### src/rtl/sap1_microsequencer.sv
// SAP-1 horizontal microprogrammed control unit: 5-bit uPC, 32-word control store,
// opcode-to-microroutine mapping and single-step gating of the 17-bit control word.
module sap1_microsequencer #(
    parameter int unsigned UADDR_W = 5,
    parameter int unsigned CW_W    = 17,
    parameter logic [3:0]  OP_LDA  = 4'b0000,
    parameter logic [3:0]  OP_ADD  = 4'b0001,
    parameter logic [3:0]  OP_SUB  = 4'b0010,
    parameter logic [3:0]  OP_OUT  = 4'b1110,
    parameter logic [3:0]  OP_HLT  = 4'b1111
) (
    input  logic               clk,
    input  logic               rst,
    input  logic               en,
    input  logic [3:0]         ir_opcode,
    output logic [CW_W-1:0]    cw,
    output logic [UADDR_W-1:0] count_out,
    output logic               instr_done,
    output logic               halted
);

    localparam int unsigned BIT_LOAD = 9;
    localparam int unsigned BIT_CLR  = 8;
    localparam int unsigned BIT_INC  = 7;

    logic [UADDR_W-1:0] r_upc;
    logic [UADDR_W-1:0] w_upc_next;
    logic [UADDR_W-1:0] w_map_addr;
    logic [CW_W-1:0]    w_rom;

    always_comb begin
        w_rom = '0;
        case (r_upc)
            5'd0:    w_rom = 17'h14080;
            5'd1:    w_rom = 17'h08080;
            5'd2:    w_rom = 17'h03480;
            5'd3:    w_rom = 17'h00200;
            5'd4:    w_rom = 17'h04880;
            5'd5:    w_rom = 17'h02540;
            5'd6:    w_rom = 17'h04880;
            5'd7:    w_rom = 17'h02490;
            5'd8:    w_rom = 17'h00146;
            5'd9:    w_rom = 17'h04880;
            5'd10:   w_rom = 17'h02490;
            5'd11:   w_rom = 17'h0014A;
            5'd12:   w_rom = 17'h00121;
            5'd13:   w_rom = 17'h00000;
            default: w_rom = 17'h00100;
        endcase
    end

    // Unknown opcodes map to 0 so the machine simply refetches.
    always_comb begin
        w_map_addr = '0;
        case (ir_opcode)
            OP_LDA:  w_map_addr = 5'd4;
            OP_ADD:  w_map_addr = 5'd6;
            OP_SUB:  w_map_addr = 5'd9;
            OP_OUT:  w_map_addr = 5'd12;
            OP_HLT:  w_map_addr = 5'd13;
            default: w_map_addr = '0;
        endcase
    end

    always_comb begin
        w_upc_next = r_upc;
        if (en) begin
            if (w_rom[BIT_CLR])
                w_upc_next = '0;
            else if (w_rom[BIT_LOAD])
                w_upc_next = w_map_addr;
            else if (w_rom[BIT_INC])
                w_upc_next = r_upc + UADDR_W'(1);
        end
    end

    always_ff @(posedge clk or posedge rst) begin
        if (rst)
            r_upc <= '0;
        else
            r_upc <= w_upc_next;
    end

    assign cw         = (en && !rst) ? w_rom : '0;
    assign count_out  = r_upc;
    assign instr_done = cw[BIT_CLR];
    assign halted     = (r_upc == 5'd13);

endmodule

### config.mk
export PLATFORM = sky130hd
export DESIGN_NAME = sap1_microsequencer
export DESIGN_NICKNAME = d
export VERILOG_FILES = /design/src/rtl/sap1_microsequencer.sv
export SDC_FILE = /design/constraint.sdc
export NUM_CORES = 1
export LEC_CHECK = 0
export ABC_CLOCK_PERIOD_IN_PS = 2800
export BUFFER_PORTS_ARGS = -buffer_cell sky130_fd_sc_hd__buf_2
export CAP_MARGIN = 20
export CORE_MARGIN = 5
export CORE_UTILIZATION = 46
export CTS_BUF_LIST = sky130_fd_sc_hd__clkbuf_8 sky130_fd_sc_hd__clkbuf_16
export DETAILED_ROUTE_END_ITERATION = 12
export PLACE_DENSITY = 0.78
export SKIP_LAST_GASP = 1
export SYNTH_ARGS = -nofsm -noshare
export SYNTH_HDL_FRONTEND = slang
export SYNTH_SLANG_ARGS = --single-unit
### constraint.sdc
create_clock -name clk -period 2.8 [get_ports clk]
set_clock_uncertainty 0.1 [all_clocks]
set_input_delay 0.28 -clock clk [delete_from_list [all_inputs] [get_ports clk]]
set_output_delay 0.28 -clock clk [all_outputs]
set_load 0.01 [all_outputs]
==> reports/qor.tcl <==
set qor(yosys_register_bits) 5
set qor(layout_min_cycle_time_ps) 2540
set qor(layout_commonest_cell) {sky130_fd_sc_hd__buf_2}
set qor(routed_length_per_instance_um) 14.5
set qor(antenna_cells_inserted) 0
set qor(crit_arrival_ps) 2160
set qor(worst-setup-path-type) {register to output port}
set qor(p_leak_nw) 0.497
set qor(grt_pass1_wl_mm) 3.30
set qor(slew_headroom_pct) 59.0
set qor(critical_path_buf_inv_count) 2
set qor(holdCritPathClass) {input pin to register}
set qor(reg2reg_from) {count_out[0]}
set qor(syn-num-nets) 106
set qor(cts_setup_buffers) 0
set qor(r2r_end) {count_out[1]}
set qor(cts.sinks) 5
set qor(synth-compound-area-share_pct) 25.3
set qor(worst_path_dominant_cell_family) {compound AO/OA/AOI/OAI gates}
set qor(ctsLongestPathBuffers) 2
set qor(hold_path_startpoint) {en}
set qor(filler_cell_count) 143
set qor(async_reset_ff_share_pct) 100
set qor(most-common-layout-cells) {sky130_fd_sc_hd__buf_2 (30), sky130_fd_sc_hd__nor3_1 (7), sky130_fd_sc_hd__nor2_1 (7), sky130_fd_sc_hd__ha_1 (7), sky130_fd_sc_hd__inv_1 (6)}
set qor(crit_path_max_incr_delay_ps) 520
set qor(totalWireLength_mm) 1.98
set qor(floorplan.rows) 14
set qor(setup.worst_path.start_class) {register}
set qor(gr_ovfl_total) 0
set qor(finalSetupViolCount) 0
set qor(switchingPower_mw) 0.407
set qor(floorplan.initialDensity_pct) 48.2
set qor(design_area_sq_um) 918
set qor(detailroute.via_count) 818
set qor(vdd.ir_drop.worst_v) 0.000443
set qor(place_hpwl_mm) 1.56
set qor(post-route-period-util_pct) 90.6
set qor(cp_cell_instances) {inv_1, ha_1, mux2i_1, a221oi_1, nor3_1, buf_2}
set qor(tritoncts) {done}
set qor(largest_reg_flops) 5
set qor(clock_tree.htree_level_count) 1
set qor(report.final.slew_viol_count) 0
set qor(insertion_delay_of_the_later_clocked_pin_in_the_worst_skew_pair_ps) 220
set qor(gp_congestion) 0.828
set qor(timing.max_cap.violations) 0
set qor(tightest_slew_ps) 609
set qor(register_to_register_setup_slack_ps) 510
set qor(cpMaxStageDelayCell) {sky130_fd_sc_hd__a221oi_1}
set qor(postSynth.topFlopCell) {sky130_fd_sc_hd__dfrtp_1}
set qor(p_sw_share_pct) 48.6
set qor(numPortBuffers) 30
set qor(tot_gr_track_use_pct) 16.4
set qor(synth_sequential_area_ratio_pct) 17.2
set qor(power.share.combinational_pct) 67.0
set qor(chipHeight_um) 49.7
set qor(setup_slack_ps) 264
set qor(outcome) {completed}
set qor(synth-xor-area-share_pct) 0
set qor(setup_total_negative_slack_ps) 0
set qor(die_area_sq_mm) 0.00247
set qor(rsz0062_at_grt) {false}
set qor(finalHoldViolCount) 0
set qor(avgSynthCellArea_sq_um) 7.89
set qor(synth_edf_count) 0
set qor(clock-root-buffer) {sky130_fd_sc_hd__clkbuf_8}
set qor(syn-instance-count) 92
set qor(critPathMaxFanout) 11
set qor(critical_path.endpoint_type) {output port}
set qor(antenna_violating_nets_post_route) 0
set qor(share_of_post_route_cells_with_drive_strength_above_1_pct) 29.8
set qor(synth_simple_gate_area_share_pct) 30.7
set qor(final_core_utilization_pct) 61.0
set qor(grt_start_max_net_pins) 14
set qor(detailedPlace.worstSlack_ps) 523
set qor(clock_slew_seen_by_the_registers_of_the_worst_setup_and_hold_paths_ps) 30
set qor(drc_violations_left) 0
set qor(power_density_mw_per_mm2) 912
set qor(cts_inserted_buffers) 3
set qor(drt_pre_antenna_iters) 4
set qor(internal_power_mw) 0.431
set qor(finalNetCount) 136
set qor(grt_pass1_vias) 730
set qor(clockPowerShare_pct) 15.3
set qor(min_path_cells) 2
set qor(synth-adder-area-share_pct) 12.1
set qor(worstHoldEndpoint) {count_out[4]}
set qor(main_combinational_cell_family_by_area_after_synthesis) {simple AND/OR/NAND/NOR gates}
set qor(areaGrowthSynthToFinish_pct) 26.6
set qor(synthesis.area_sq_um) 726
set qor(maxClockFrequency_mhz) 394
set qor(required_ps) 2420
set qor(r2r.worst_path.cells) 6
set qor(io_pins) 31
set qor(antenna_found_initial) 0
set qor(yosysUniqueCellTypes) 41
set qor(yosysWarningCount) 0
set qor(drtIter0Drc) 22
set qor(placeableCoreArea_sq_mm) 0.00151
set qor(detailed_place.area_sq_um) 863
set qor(post_drt_via_cell_ratio) 5.97
set qor(seq_power_share_pct) 17.7
set qor(chip_width_um) 49.7
set qor(mux_contribution_to_synthesized_area_pct) 5.52
-- repair_timing --
action / in CTS / in global routing
hold endpoints to repair: 5 / 0
gates resized for setup: 0 / 0
hold buffers: 1 / 0
-- logic make-up (layout without fill, tap and decap cells) --
logic type	Yosys count	after routing
simple gates	40	40
buf+inv	13	42
flops	5	5
fa+ha+maj	7	7
compound gates	23	23
mux	4	4
-- synthesized netlist by cell type, types with 2 or more instances --
library cell               number  area share [%]
sky130_fd_sc_hd__nand2_1        4             2.1
sky130_fd_sc_hd__and3_1         3             2.6
sky130_fd_sc_hd__ha_1           7              12
sky130_fd_sc_hd__nor2b_1        5             4.3
sky130_fd_sc_hd__buf_4          4             4.1
sky130_fd_sc_hd__and2_1         4             3.4
sky130_fd_sc_hd__nor2_1         7             3.6
sky130_fd_sc_hd__inv_1          5             2.6
sky130_fd_sc_hd__nand3_1        2             1.4
sky130_fd_sc_hd__a211oi_1       2             2.1
sky130_fd_sc_hd__dfrtp_1        5              17
sky130_fd_sc_hd__mux2i_1        4             5.5
sky130_fd_sc_hd__or3b_1         2             2.4
sky130_fd_sc_hd__a21oi_1        2             1.4
sky130_fd_sc_hd__nor3b_1        2             2.1
sky130_fd_sc_hd__o21ai_0        2             1.4
sky130_fd_sc_hd__nor3_1         7             4.8
sky130_fd_sc_hd__buf_2          2             1.4
-- worst register-to-register path: stages, from the launching register on --
cell and delay [ps]:
sky130_fd_sc_hd__dfrtp_1 510, sky130_fd_sc_hd__inv_1 140, sky130_fd_sc_hd__ha_1 380, sky130_fd_sc_hd__mux2i_1 110, sky130_fd_sc_hd__a221o_1 430, sky130_fd_sc_hd__or3_1 390, sky130_fd_sc_hd__o21ai_1 150
-- routing by layer --
layer | GRT usage, % | part of all wire [%] | up-vias
met2 | 26.3 | 48 | 32
met1 | 20.9 | 43 | 383
met4 | 3.06 | 0.40 | 0
met3 | 6.33 | 8.4 | 2
met5 | 0 | 0 | -
li1 | - | - | 401
-- worst max path at each step --
stage / depth (start not counted) / to / start
after CTS: 6 / cw[8] / count_out[0]
after global routing: 6 / cw[8] / count_out[0]
after floorplan: 6 / cw[8] / count_out[0]
after global placement: 6 / count_out[1] / count_out[0]
final: 6 / instr_done / count_out[0]
after detailed placement: 6 / cw[8] / count_out[0]
-- stage by stage --
| stage | power [mW] | cells | hold slack (ps) |
|---|---|---|---|
| final | 0.837 | 137 | 197 |
| after global routing | 0.915 | 137 | 207 |
| after CTS | 0.839 | 137 | 185 |
| after detailed placement | 0.703 | 132 | 117 |
| after global placement | 0.695 | 132 | 114 |
| after floorplan | 0.548 | 92 | -41.5 |
-- final cells by class --
type / count / area (sq um) / area share [%]
repair buffers: 33 / 175 / 19.1
multi-input cells: 74 / 534 / 58.2
flip-flops and latches: 5 / 125 / 13.6
clock inverters: 1 / 3.75 / 0.409
inverters: 5 / 18.8 / 2.04
clock buffers: 3 / 41.3 / 4.50
well taps: 16 / 20.0 / 2.18
-- power groups by stage --
| stage | sequential, mW | clock, mW | combinational, mW |
|---|---|---|---|
| after floorplan | 0.149 | 0 | 0.399 |
| after global placement | 0.147 | 0 | 0.548 |
| after detailed placement | 0.149 | 0 | 0.554 |
| after CTS | 0.148 | 0.133 | 0.558 |
| after global routing | 0.153 | 0.143 | 0.618 |
| final | 0.149 | 0.128 | 0.561 |
Note: power is estimated with default switching activity, not from simulation.
